**src/rtl/ay_write_sched_pkg.sv**
```systemverilog
// Shared types for the AY-3-8910 write scheduler: sequencer states and FIFO entry layout.
package ay_sched_pkg;

  localparam int AY_NUM_REGS = 16;

  typedef enum logic [2:0] {
    ST_IDLE  = 3'd0,
    ST_ADDR  = 3'd1,
    ST_HOLD  = 3'd2,
    ST_DATA  = 3'd3,
    ST_RECOV = 3'd4
  } state_e;

  typedef struct packed {
    logic       chip;
    logic [3:0] reg_idx;
    logic [7:0] data;
  } entry_t;

endpackage

```
**src/rtl/ay_write_sched_if.sv**
```systemverilog
// One register-write request channel: valid/ready handshake carrying {chip, reg, data}.
interface ay_write_sched_if;
  logic       valid;
  logic       ready;
  logic       chip;
  logic [7:0] reg_idx;
  logic [7:0] data;

  modport master (output valid, chip, reg_idx, data, input ready);
  modport slave  (input valid, chip, reg_idx, data, output ready);
endinterface

```
**src/rtl/ay_write_sched_fifo.sv**
```systemverilog
// Synchronous FIFO for queued PSG writes; head word is visible combinationally on rdata.
module ay_sched_fifo #(
  parameter int DEPTH = 4,
  parameter int WIDTH = 13
) (
  input  logic             clk,
  input  logic             reset,
  input  logic             push,
  input  logic             pop,
  input  logic [WIDTH-1:0] wdata,
  output logic [WIDTH-1:0] rdata,
  output logic             full,
  output logic             empty,
  output logic [4:0]       level
);
  localparam int AW = (DEPTH > 1) ? $clog2(DEPTH) : 1;

  logic [WIDTH-1:0] mem [DEPTH];
  logic [AW-1:0]    wr_ptr;
  logic [AW-1:0]    rd_ptr;
  logic             push_ok;
  logic             pop_ok;

  assign full    = (level == 5'(DEPTH));
  assign empty   = (level == 5'd0);
  assign push_ok = push && !full;
  assign pop_ok  = pop && !empty;
  assign rdata   = mem[rd_ptr];

  // Storage is not reset; occupancy alone decides what is valid.
  always_ff @(posedge clk) begin
    if (push_ok) mem[wr_ptr] <= wdata;
  end

  always_ff @(posedge clk) begin
    if (reset) begin
      wr_ptr <= '0;
      rd_ptr <= '0;
      level  <= 5'd0;
    end else begin
      if (push_ok) wr_ptr <= wr_ptr + AW'(1);
      if (pop_ok)  rd_ptr <= rd_ptr + AW'(1);
      level <= level + 5'(push_ok) - 5'(pop_ok);
    end
  end
endmodule

```
**src/rtl/ay_write_sched.sv**
```systemverilog
// Round-robin write scheduler sharing two AY-3-8910 PSGs between the Z80 path (r0) and
// the host injector (r1), with address-latch skipping via per-chip shadow registers.
//
// state | meaning
// IDLE  | bus quiet; pop next entry when FIFO non-empty
// ADDR  | address-latch strobe (A0=0, din=reg)
// HOLD  | chip still selected, wr_n high between strobes
// DATA  | data strobe (A0=1, din=data)
// RECOV | all deselected; last cycle may pop straight into ADDR/DATA
module ay_write_sched
  import ay_sched_pkg::*;
#(
  parameter int FIFO_DEPTH    = 4,
  parameter int STROBE_CYCLES = 2,
  parameter int GAP_CYCLES    = 1
) (
  input  logic              clk,
  input  logic              reset,
  ay_write_sched_if.slave   r0,
  ay_write_sched_if.slave   r1,
  output logic              ay_adr,
  output logic [7:0]        ay_din,
  output logic              ay_wr_n,
  output logic              ay0_cs_n,
  output logic              ay1_cs_n,
  output logic              busy,
  output logic              bad_reg,
  output logic [4:0]        fifo_level
);
  localparam logic [2:0] S_IDLE  = ST_IDLE;
  localparam logic [2:0] S_ADDR  = ST_ADDR;
  localparam logic [2:0] S_HOLD  = ST_HOLD;
  localparam logic [2:0] S_DATA  = ST_DATA;
  localparam logic [2:0] S_RECOV = ST_RECOV;

  localparam logic [3:0] STB_LOAD = 4'(STROBE_CYCLES - 1);
  localparam logic [3:0] GAP_LOAD = 4'(GAP_CYCLES - 1);

  logic       grant;
  logic       rr_ptr;
  logic       xfer;
  logic       push;
  logic       pop;
  logic       full;
  logic       empty;
  logic       req_chip;
  logic [7:0] req_reg;
  logic [7:0] req_data;
  logic       reg_ok;
  entry_t     wentry;
  entry_t     head;
  entry_t     cur;
  entry_t     cur_nxt;

  logic [2:0]       state;
  logic [2:0]       st_nxt;
  logic [3:0]       cnt;
  logic [3:0]       cnt_nxt;
  logic             sh_load;
  logic             hit;
  logic             seat_nxt;
  logic [1:0]       sh_v;
  logic [1:0][3:0]  sh;

  // Arbiter: a lone requester wins; on contention the RR pointer decides.
  always_comb begin
    if (r0.valid && r1.valid) grant = rr_ptr;
    else                      grant = r1.valid;
  end

  assign r0.ready = !reset && !full && !grant;
  assign r1.ready = !reset && !full && grant;
  assign xfer     = grant ? (r1.valid && r1.ready) : (r0.valid && r0.ready);

  assign req_chip = grant ? r1.chip    : r0.chip;
  assign req_reg  = grant ? r1.reg_idx : r0.reg_idx;
  assign req_data = grant ? r1.data    : r0.data;
  assign reg_ok   = (req_reg < 8'(AY_NUM_REGS));
  assign push     = xfer && reg_ok;
  assign wentry   = '{chip: req_chip, reg_idx: req_reg[3:0], data: req_data};

  always_ff @(posedge clk) begin
    if (reset) begin
      rr_ptr  <= 1'b0;
      bad_reg <= 1'b0;
    end else begin
      if (xfer) rr_ptr <= !grant;
      bad_reg <= xfer && !reg_ok;
    end
  end

  ay_sched_fifo #(
    .DEPTH (FIFO_DEPTH),
    .WIDTH ($bits(entry_t))
  ) u_fifo (
    .clk   (clk),
    .reset (reset),
    .push  (push),
    .pop   (pop),
    .wdata (wentry),
    .rdata (head),
    .full  (full),
    .empty (empty),
    .level (fifo_level)
  );

  assign hit  = sh_v[head.chip] && (sh[head.chip] == head.reg_idx);
  assign busy = (state != S_IDLE) || !empty;

  always_comb begin
    st_nxt  = state;
    cnt_nxt = (cnt != 4'd0) ? cnt - 4'd1 : cnt;
    pop     = 1'b0;
    sh_load = 1'b0;
    case (state)
      S_IDLE: begin
        if (!empty) begin
          pop     = 1'b1;
          st_nxt  = hit ? S_DATA : S_ADDR;
          cnt_nxt = STB_LOAD;
        end
      end
      S_ADDR: begin
        if (cnt == 4'd0) begin
          st_nxt  = S_HOLD;
          cnt_nxt = GAP_LOAD;
          sh_load = 1'b1;
        end
      end
      S_HOLD: begin
        if (cnt == 4'd0) begin
          st_nxt  = S_DATA;
          cnt_nxt = STB_LOAD;
        end
      end
      S_DATA: begin
        if (cnt == 4'd0) begin
          st_nxt  = S_RECOV;
          cnt_nxt = GAP_LOAD;
        end
      end
      S_RECOV: begin
        if (cnt == 4'd0) begin
          if (!empty) begin
            pop     = 1'b1;
            st_nxt  = hit ? S_DATA : S_ADDR;
            cnt_nxt = STB_LOAD;
          end else begin
            st_nxt  = S_IDLE;
            cnt_nxt = 4'd0;
          end
        end
      end
      default: begin
        st_nxt  = S_IDLE;
        cnt_nxt = 4'd0;
      end
    endcase
    cur_nxt  = pop ? head : cur;
    seat_nxt = (st_nxt == S_ADDR) || (st_nxt == S_HOLD) || (st_nxt == S_DATA);
  end

  // Bus pins are registered from the next state so they line up with the state register.
  always_ff @(posedge clk) begin
    if (reset) begin
      state    <= S_IDLE;
      cnt      <= 4'd0;
      cur      <= '0;
      sh_v     <= 2'b00;
      sh       <= '0;
      ay_wr_n  <= 1'b1;
      ay0_cs_n <= 1'b1;
      ay1_cs_n <= 1'b1;
      ay_adr   <= 1'b0;
      ay_din   <= 8'h00;
    end else begin
      state <= st_nxt;
      cnt   <= cnt_nxt;
      cur   <= cur_nxt;
      if (sh_load) begin
        sh_v[cur.chip] <= 1'b1;
        sh[cur.chip]   <= cur.reg_idx;
      end
      ay_wr_n  <= !((st_nxt == S_ADDR) || (st_nxt == S_DATA));
      ay0_cs_n <= !(seat_nxt && !cur_nxt.chip);
      ay1_cs_n <= !(seat_nxt && cur_nxt.chip);
      if (st_nxt == S_ADDR) begin
        ay_adr <= 1'b0;
        ay_din <= {4'h0, cur_nxt.reg_idx};
      end else if (st_nxt == S_DATA) begin
        ay_adr <= 1'b1;
        ay_din <= cur_nxt.data;
      end
    end
  end
endmodule

```
**src/flat_wrapper.sv**
```systemverilog
// flat-port wrapper written by rule: the top's interface ports become plain ports
module ay_write_sched_flat import ay_sched_pkg::*;
#(
  parameter int FIFO_DEPTH    = 4,
  parameter int STROBE_CYCLES = 2,
  parameter int GAP_CYCLES    = 1
)
  (clk, reset, ay_adr, ay_din, ay_wr_n, ay0_cs_n, ay1_cs_n, busy, bad_reg, fifo_level, r0_valid, r0_chip, r0_reg_idx, r0_data, r0_ready, r1_valid, r1_chip, r1_reg_idx, r1_data, r1_ready);
  ay_write_sched_if r0_i ();
  ay_write_sched_if r1_i ();
  input  logic clk;
  input  logic reset;
  output logic ay_adr;
  output logic [7:0] ay_din;
  output logic ay_wr_n;
  output logic ay0_cs_n;
  output logic ay1_cs_n;
  output logic busy;
  output logic bad_reg;
  output logic [4:0] fifo_level;
  input wire logic [$bits(r0_i.valid)-1:0] r0_valid;
  input wire logic [$bits(r0_i.chip)-1:0] r0_chip;
  input wire logic [$bits(r0_i.reg_idx)-1:0] r0_reg_idx;
  input wire logic [$bits(r0_i.data)-1:0] r0_data;
  output wire logic [$bits(r0_i.ready)-1:0] r0_ready;
  input wire logic [$bits(r1_i.valid)-1:0] r1_valid;
  input wire logic [$bits(r1_i.chip)-1:0] r1_chip;
  input wire logic [$bits(r1_i.reg_idx)-1:0] r1_reg_idx;
  input wire logic [$bits(r1_i.data)-1:0] r1_data;
  output wire logic [$bits(r1_i.ready)-1:0] r1_ready;
  assign r0_i.valid = r0_valid;
  assign r0_i.chip = r0_chip;
  assign r0_i.reg_idx = r0_reg_idx;
  assign r0_i.data = r0_data;
  assign r0_ready = r0_i.ready;
  assign r1_i.valid = r1_valid;
  assign r1_i.chip = r1_chip;
  assign r1_i.reg_idx = r1_reg_idx;
  assign r1_i.data = r1_data;
  assign r1_ready = r1_i.ready;
  ay_write_sched #(.FIFO_DEPTH(FIFO_DEPTH), .STROBE_CYCLES(STROBE_CYCLES), .GAP_CYCLES(GAP_CYCLES)) u_core (.clk(clk), .reset(reset), .r0(r0_i), .r1(r1_i), .ay_adr(ay_adr), .ay_din(ay_din), .ay_wr_n(ay_wr_n), .ay0_cs_n(ay0_cs_n), .ay1_cs_n(ay1_cs_n), .busy(busy), .bad_reg(bad_reg), .fifo_level(fifo_level));
endmodule
```
**config.mk**
```make
export PLATFORM = sky130hd
export DESIGN_NAME = ay_write_sched_flat
export DESIGN_NICKNAME = d
export VERILOG_FILES = /design/src/rtl/ay_write_sched_pkg.sv /design/src/rtl/ay_write_sched_if.sv /design/src/rtl/ay_write_sched_fifo.sv /design/src/rtl/ay_write_sched.sv /design/src/flat_wrapper.sv
export SDC_FILE = /design/constraint.sdc
export NUM_CORES = 1
export LEC_CHECK = 0
export ABC_AREA = 1
export CAP_MARGIN = 20
export CELL_PAD_IN_SITES_DETAIL_PLACEMENT = 1
export CELL_PAD_IN_SITES_GLOBAL_PLACEMENT = 2
export CORE_UTILIZATION = 37
export CTS_CLUSTER_SIZE = 40
export DETAILED_ROUTE_END_ITERATION = 7
export PLACE_DENSITY = 0.89
export SLEW_MARGIN = 30
export SYNTH_ARGS = -nofsm -noshare
export SYNTH_HDL_FRONTEND = slang
export SYNTH_HIERARCHICAL = 1
export SYNTH_SLANG_ARGS = --single-unit
```
**constraint.sdc**
```tcl
create_clock -name clk -period 5.5 [get_ports clk]
set_clock_uncertainty 0.15 [all_clocks]
set_input_delay 0.55 -clock clk [delete_from_list [all_inputs] [get_ports clk]]
set_output_delay 0.55 -clock clk [all_outputs]
set_load 0.01 [all_outputs]
```
Word-level counts from Yosys, hierarchy flattened

Memory sizes are Yosys's and may differ from the RTL's. A register that Yosys moved wholly into a read port is not among the register bits.
Cells that the tools add are included.

Add/subtract/negate cells: 5
Multipliers: 0
Divide/modulo/power cells: 0
Magnitude comparators: 4
Equal/unequal tests: 9
Shift-type cells: 0
Multiplexer cells: 41
Bitwise logic cells: 1
Reductions and logical operators: 35

Operators by type and width:

| kind                                                                 | number |
|---|---|
| 4-bit 2-to-1 mux                                                     | 10 |
| 3-bit 2-to-1 mux                                                     | 6 |
| 8-bit 2-to-1 mux                                                     | 2 |
| 4-bit case mux with 4 select lines                                   | 1 |
| 3-bit case mux with 5 select lines                                   | 1 |
| 1-bit logical AND                                                    | 14 |
| 1-bit 2-to-1 mux                                                     | 13 |
| 13-bit 2-to-1 mux                                                    | 1 |
| 3-bit by 2-bit == test with 1-bit output, second input constant      | 4 |
| 1-bit zero test                                                      | 9 |
| 8-bit bitwise mux                                                    | 1 |
| 8-bit by 5-bit < comparator with 1-bit output, second input constant | 1 |
| 3-bit by 1-bit == test with 1-bit output, second input constant      | 2 |
| 2-bit 2-to-1 mux                                                     | 3 |
| 5-bit by 1-bit adder with 5-bit output                               | 1 |
| 5-bit by 3-bit == test with 1-bit output, second input constant      | 1 |
| 5-bit zero test                                                      | 1 |
| 5-bit by 1-bit subtractor with 5-bit output                          | 1 |
| 2-bit by 1-bit adder with 2-bit output, second input constant        | 2 |
| 4-bit demux with 1-bit select                                        | 1 |
| 4-bit == test                                                        | 1 |
| 4-bit zero test                                                      | 1 |
| 1-bit logical OR                                                     | 4 |
| 1-bit by 2-bit < comparator with 1-bit output, second input constant | 2 |
| other kinds (11)                                                     | 12 |

Bits in registers: 53
Bits in latches: 0
Memory bits (writable): 52
ROM bits: 0
Output and inout port bits: 21
Word-level logic and storage cells: 115
Memories: 1

Memories:

| name              | words | width | read ports | clocked after memory_dff | wr ports | RTL line                  | source |
|---|---|---|---|---|---|---|---|
| u_core.u_fifo.mem | 4     | 13    | 1          | 1                        | 1        | ay_write_sched_fifo.sv:18 | `logic [WIDTH-1:0] mem [DEPTH];` |

Longest topological paths before layout

Word-level depth: 13
Mapped depth: 19

By module

Netlist, hierarchy kept.

Modules (own cells, without submodules):

| module         | instances | cells an instance | area each (um2) | seq. area each (um2) |
|---|---|---|---|---|
| ay_sched_fifo  | 1         | 219               | 2,640.0         | 1,781.7 |
| ay_write_sched | 1         | 328               | 2,207.1         | 880.8 |

Worst setup path after synthesis

No wires, ideal clock.

Path kind: reg2reg
Start point: register u_core.u_fifo.level[3]
End point: register u_core.u_fifo.level[4]
Library setup time: 0.115 ns
Data arrival time: 3.110 ns
Data required time: 5.235 ns
Slack: 2.125 ns
Stages on the path, launching flop included: 19
Path buffers: 0
Cell sequence: dfxtp_1 inv_1 ha_1 inv_1 nor2_1 nand2_2 inv_1 nor3_1 nand2_1 a21boi_0 nand2_1 ha_1 inv_1 ha_1 fa_1 nand3_1 nand3_1 nand2_1 nor2_1

Longest elaborated chain between the ends: 10
Elaborated cells between the ends (all ways): 18
Those cells by class: 2 x add/sub; 1 x eq/ne; 4 x mux; 11 x reduce/logical

RTL lines:

| what                                        | RTL line                  | source |
|---|---|---|
| start, declared                             | ay_write_sched_fifo.sv:14 | `output logic [4:0] level` |
| start signal, assigned                      | ay_write_sched_fifo.sv:43 | `level <= level + 5'(push_ok) - 5'(pop_ok);` |
| 5-bit by 3-bit == test with 1-bit output    | ay_write_sched_fifo.sv:24 | `assign full = (level == 5'(DEPTH));` |
| named net u_core.full                       | ay_write_sched.sv:44      | `logic full;` |
| 1-bit zero test                             | ay_write_sched.sv:71      | `assign r0.ready = !reset && !full && !grant;` |
| 1-bit logical AND (2 in series)             | ay_write_sched.sv:71      |  |
| named net r0_ready                          | flat_wrapper.sv:25        | `output wire logic [$bits(r0_i.ready)-1:0] r0_ready;` |
| 1-bit logical AND                           | ay_write_sched.sv:73      | `assign xfer = grant ? (r1.valid && r1.ready) : (r0.valid && r0.ready);` |
| 1-bit 2-to-1 mux                            | ay_write_sched.sv:73      |  |
| 1-bit logical AND                           | ay_write_sched.sv:79      | `assign push = xfer && reg_ok;` |
| named net u_core.push                       | ay_write_sched.sv:42      | `logic push;` |
| 1-bit logical AND                           | ay_write_sched_fifo.sv:26 | `assign push_ok = push && !full;` |
| 5-bit by 1-bit adder with 5-bit output      | ay_write_sched_fifo.sv:43 |  |
| 5-bit by 1-bit subtractor with 5-bit output | ay_write_sched_fifo.sv:43 |  |

The timed path passes the listed nets, and every way through them passes these cells.
A chain may end at the register's enable or synchronous reset.

Final worst setup path

Start point: input r0_valid
End point: register u_core.u_fifo.level[4]

Longest elaborated chain between the ends: 10
Elaborated cells between the ends (all ways): 14
Those cells by class: 2 x add/sub; 1 x order compare; 3 x mux; 8 x reduce/logical

RTL lines:

| what                                                                                  | RTL line                  | source |
|---|---|---|
| start, declared                                                                       | flat_wrapper.sv:21        | `input wire logic [$bits(r0_i.valid)-1:0] r0_valid;` |
| branches (longest 6 deep; another with 8-bit by 5-bit < comparator with 1-bit output) | --                        |  |
| 1-bit logical AND *                                                                   | ay_write_sched.sv:79      |  |
| named net u_core.push                                                                 | ay_write_sched.sv:42      |  |
| 1-bit logical AND *                                                                   | ay_write_sched_fifo.sv:26 |  |
| 5-bit by 1-bit adder with 5-bit output *                                              | ay_write_sched_fifo.sv:43 |  |
| 5-bit by 1-bit subtractor with 5-bit output *                                         | ay_write_sched_fifo.sv:43 |  |

Mark *: on every way through the listed nets, which the timed path passes.

==> run_results.csv <==
group,metric,value,unit
route,num_vias,3714,
finish,layout-drive-gt1-share,8.374,%
finish,syn_to_final_growth,21.55,%
placed_design,placed_area,0.005549,mm²
clocking,clk_pin_slew,70,ps
setup_path,slowest_delay,470,ps
worst_hold_path,hold_class,"reg2reg",
clocking,clock_tree.buffer_depth,2,
clocking,post_cts_buffers,0,
synthesis,yosys_warnings,6,
synthesis,seq_area_frac_synth,54.93,%
route,drtIter0Drc,217,
route,ant_nets,0,
synthesis,syn_nets,599,
clocking,htreeDepth,3,
global_routing,grt_pass1_wl,18.72,mm
setup_path,path_max_fanout,16,
synthesis,yosysUniqueCellTypes,39,
synthesis,synthArstFlopShare,0,%
finish,largestRegisters,"u_core/u_fifo/mem: 52 flops, u_core/cur: 13 flops",
synthesis,synth_cells,547,
die,core_area,0.01267,mm²
synthesis,synth_ff_type,"dfxtp_1",
power_and_ir_drop,p_per_area,542.6,mW/mm²
setup_path,cp_cell_sequence,"clkdlybuf4s50_1, nand2_1, nand2_1, buf_4, inv_1, nor3_1, nand2_1, a21boi_0, nand2_1, ha_1, inv_1, ha_1, fa_1, nand3_1, nand3_1, nand2_1, nor2_1",
finish,nets,657,
run,drv_cap,0,
die,die_x,116.5,µm
setup_path,reg2reg_depth,18,
die,die_height,116.5,µm
sta,rsz0062_at_grt,"false",
status,outcome,"complete, no violations",
sta,setup_viol,0,
synthesis,syn_area_per_cell,8.861,µm²
setup_path,slowest_stage,"clkdlybuf4s50_1",
setup_path,cp-start-kind,"input port",
global_routing,first_global_vias,3869,
route,drc,0,
sta,min_period,3936,ps
die,die_area,0.01356,mm²
clocking,cts_tree,"yes",
finish,antennaDiodeCount,0,
setup_path,path_common_cell,"nand2_1",
power_and_ir_drop,power,3197,µW
sta,worst_slew_pin_slew,839.3,ps
sta,hold_viol,0,
sta,worst_slack,1564,ps
power_and_ir_drop,p_sw_share,39.81,%
global_routing,grtUsageTotal,17.90,%
route,wl_per_cell,14.15,µm
finish,top_register,"u_core/u_fifo/mem",
synthesis,synth-edff-count,52,
route,drt-vias-per-instance,4.755,
clocking,cts_root_buf,"clkbuf_16",
sta,slew_violations,0,
power_and_ir_drop,leakage,0.002397,µW
route,routed_wl,11.05,mm
global_routing,antenna_found_initial,0,
power_and_ir_drop,power_frac_seq,33.5,%
setup_path,cp_data_required_time,5580,ps
power_and_ir_drop,combPwrFrac,43.8,%
worst_hold_path,hold_depth,2,
sta,period_share,71.56,%
die,rows,41,
finish,postLayoutCellArea,0.005892,mm²
power_and_ir_drop,p_clk_share,22.6,%
finish,largest_register_ffs,52,
global_routing,grt_max_degree,28,
placed_design,hpwl,8.376,mm
clocking,hold_buffers,0,
clocking,ctsResizeCount,0,
power_and_ir_drop,p_switching,1273,µW
setup_path,end_kind,"flip-flop",
clocking,insertion_delay,340,ps
placed_design,gp_congestion,0.7652,
global_routing,grt_overflow,0,
placed_design,place_ws,1198,ps
synthesis,synth-seq-cells,107,
clocking,cts_sinks,107,
power_and_ir_drop,internal_power,1924,µW
sta,tns,0,ps
sta,clock.fmax,254.1,MHz
setup_path,worstSetupPathType,"in2reg",
die,ios,59,
synthesis,syn_area,0.004847,mm²
sta,maxSlewHeadroom,44.05,%
die,initial_core_util,38.25,%
placed_design,io_buffers,58,
power_and_ir_drop,ir_drop,0.1844,mV
setup_path,crit_arrival,4020,ps
clocking,cts_made_buffers,9,
route,firstDrtPassIters,4,
## Yosys cell counts (6+ instances only)
cell type / instances / area [µm²]
a21oi_1: 34 / 170.2
nor2_2: 7 / 43.79
o22ai_1: 13 / 81.33
dfxtp_1: 55 / 1101
ha_1: 13 / 162.7
inv_1: 56 / 210.2
edfxtp_1: 52 / 1562
nor2_1: 67 / 251.5
nand2_1: 131 / 491.7
o21ai_1: 6 / 30.03
nand3_1: 26 / 130.1
o21ai_0: 33 / 165.2
## final timing paths
path | start | endpoint | slack (ps)
worst min-delay path | u_core/sh[7] | u_core/sh[7] | 310
worst max register to register | u_core/u_fifo/level[3] | u_core/u_fifo/level[4] | 1860
worst max-delay path | r0_valid | u_core/u_fifo/level[4] | 1560
worst min register to register | u_core/sh[7] | u_core/sh[7] | 310
## cells in the final DEF (no fill, tap or decap), drive strengths merged, types with 3 or more instances in the layout
master,instances
a21oi,34
buf,3
bufinv,3
clkbuf,9
clkdlybuf4s50,58
clkinv,3
dfxtp,55
edfxtp,52
ha,13
inv,62
nand2,139
nand3,30
nand4,3
nor2,75
nor3,5
o21ai,41
o22ai,13
xnor2,3
## per-stage QoR
step	cells	hold slack [ps]	utilization [%]
after floorplan	547	278.6	-
after CTS	781	313.9	46.46
after detailed placement	766	304.5	43.79
after global routing	781	354.8	46.50
final	781	314.2	46.50
after global placement	766	297.0	43.75
## metal layers
layer	up-vias	routed length (µm)	global-route usage [%]
li1	1905	-	-
met1	1743	5326	22.94
met2	56	5286	30.69
met3	10	269	2.491
met4	0	168	6.667
met5	-	0	0
## layout make-up
class                           count  area (µm²)
Multi-Input combinational cell    364        1831
Clock buffer                        9       225.2
Tap cell                          172       215.2
Timing Repair Buffer               61       603.1
Fill cell                        1505        6779
Clock inverter                      6       112.6
Sequential cell                   107        2663
Inverter                           62       242.7
## kinds of logic after synthesis
family	Yosys count	share of synthesized area (%)
buffers and inverters	76	7.511
XOR/XNOR	3	0.5422
flip-flops	107	54.93
AND/OR/NAND/NOR	255	22.92
adder cells (fa/ha/maj)	14	3.769
AO/OA/AOI/OAI	92	10.33
## power by group through the flow
stage	Combinational, µW	Sequential (µW)	Clock [µW]
2_1_floorplan	1070	1080	0
4_1_cts	1420	1080	742
5_1_grt	1610	1090	772
3_5_place_dp	1410	1090	0
3_3_place_gp	1360	1080	0
6_report	1400	1070	724
## worst max-delay path, delay by kind of cell
family,cells,cell delay (ps)
and+or+nand+nor,9,1110
AOI/OAI and AO/OA,1,470
buffers and inverters,4,910
adders and majority gates,3,950
(Power assumes the default switching activity.)
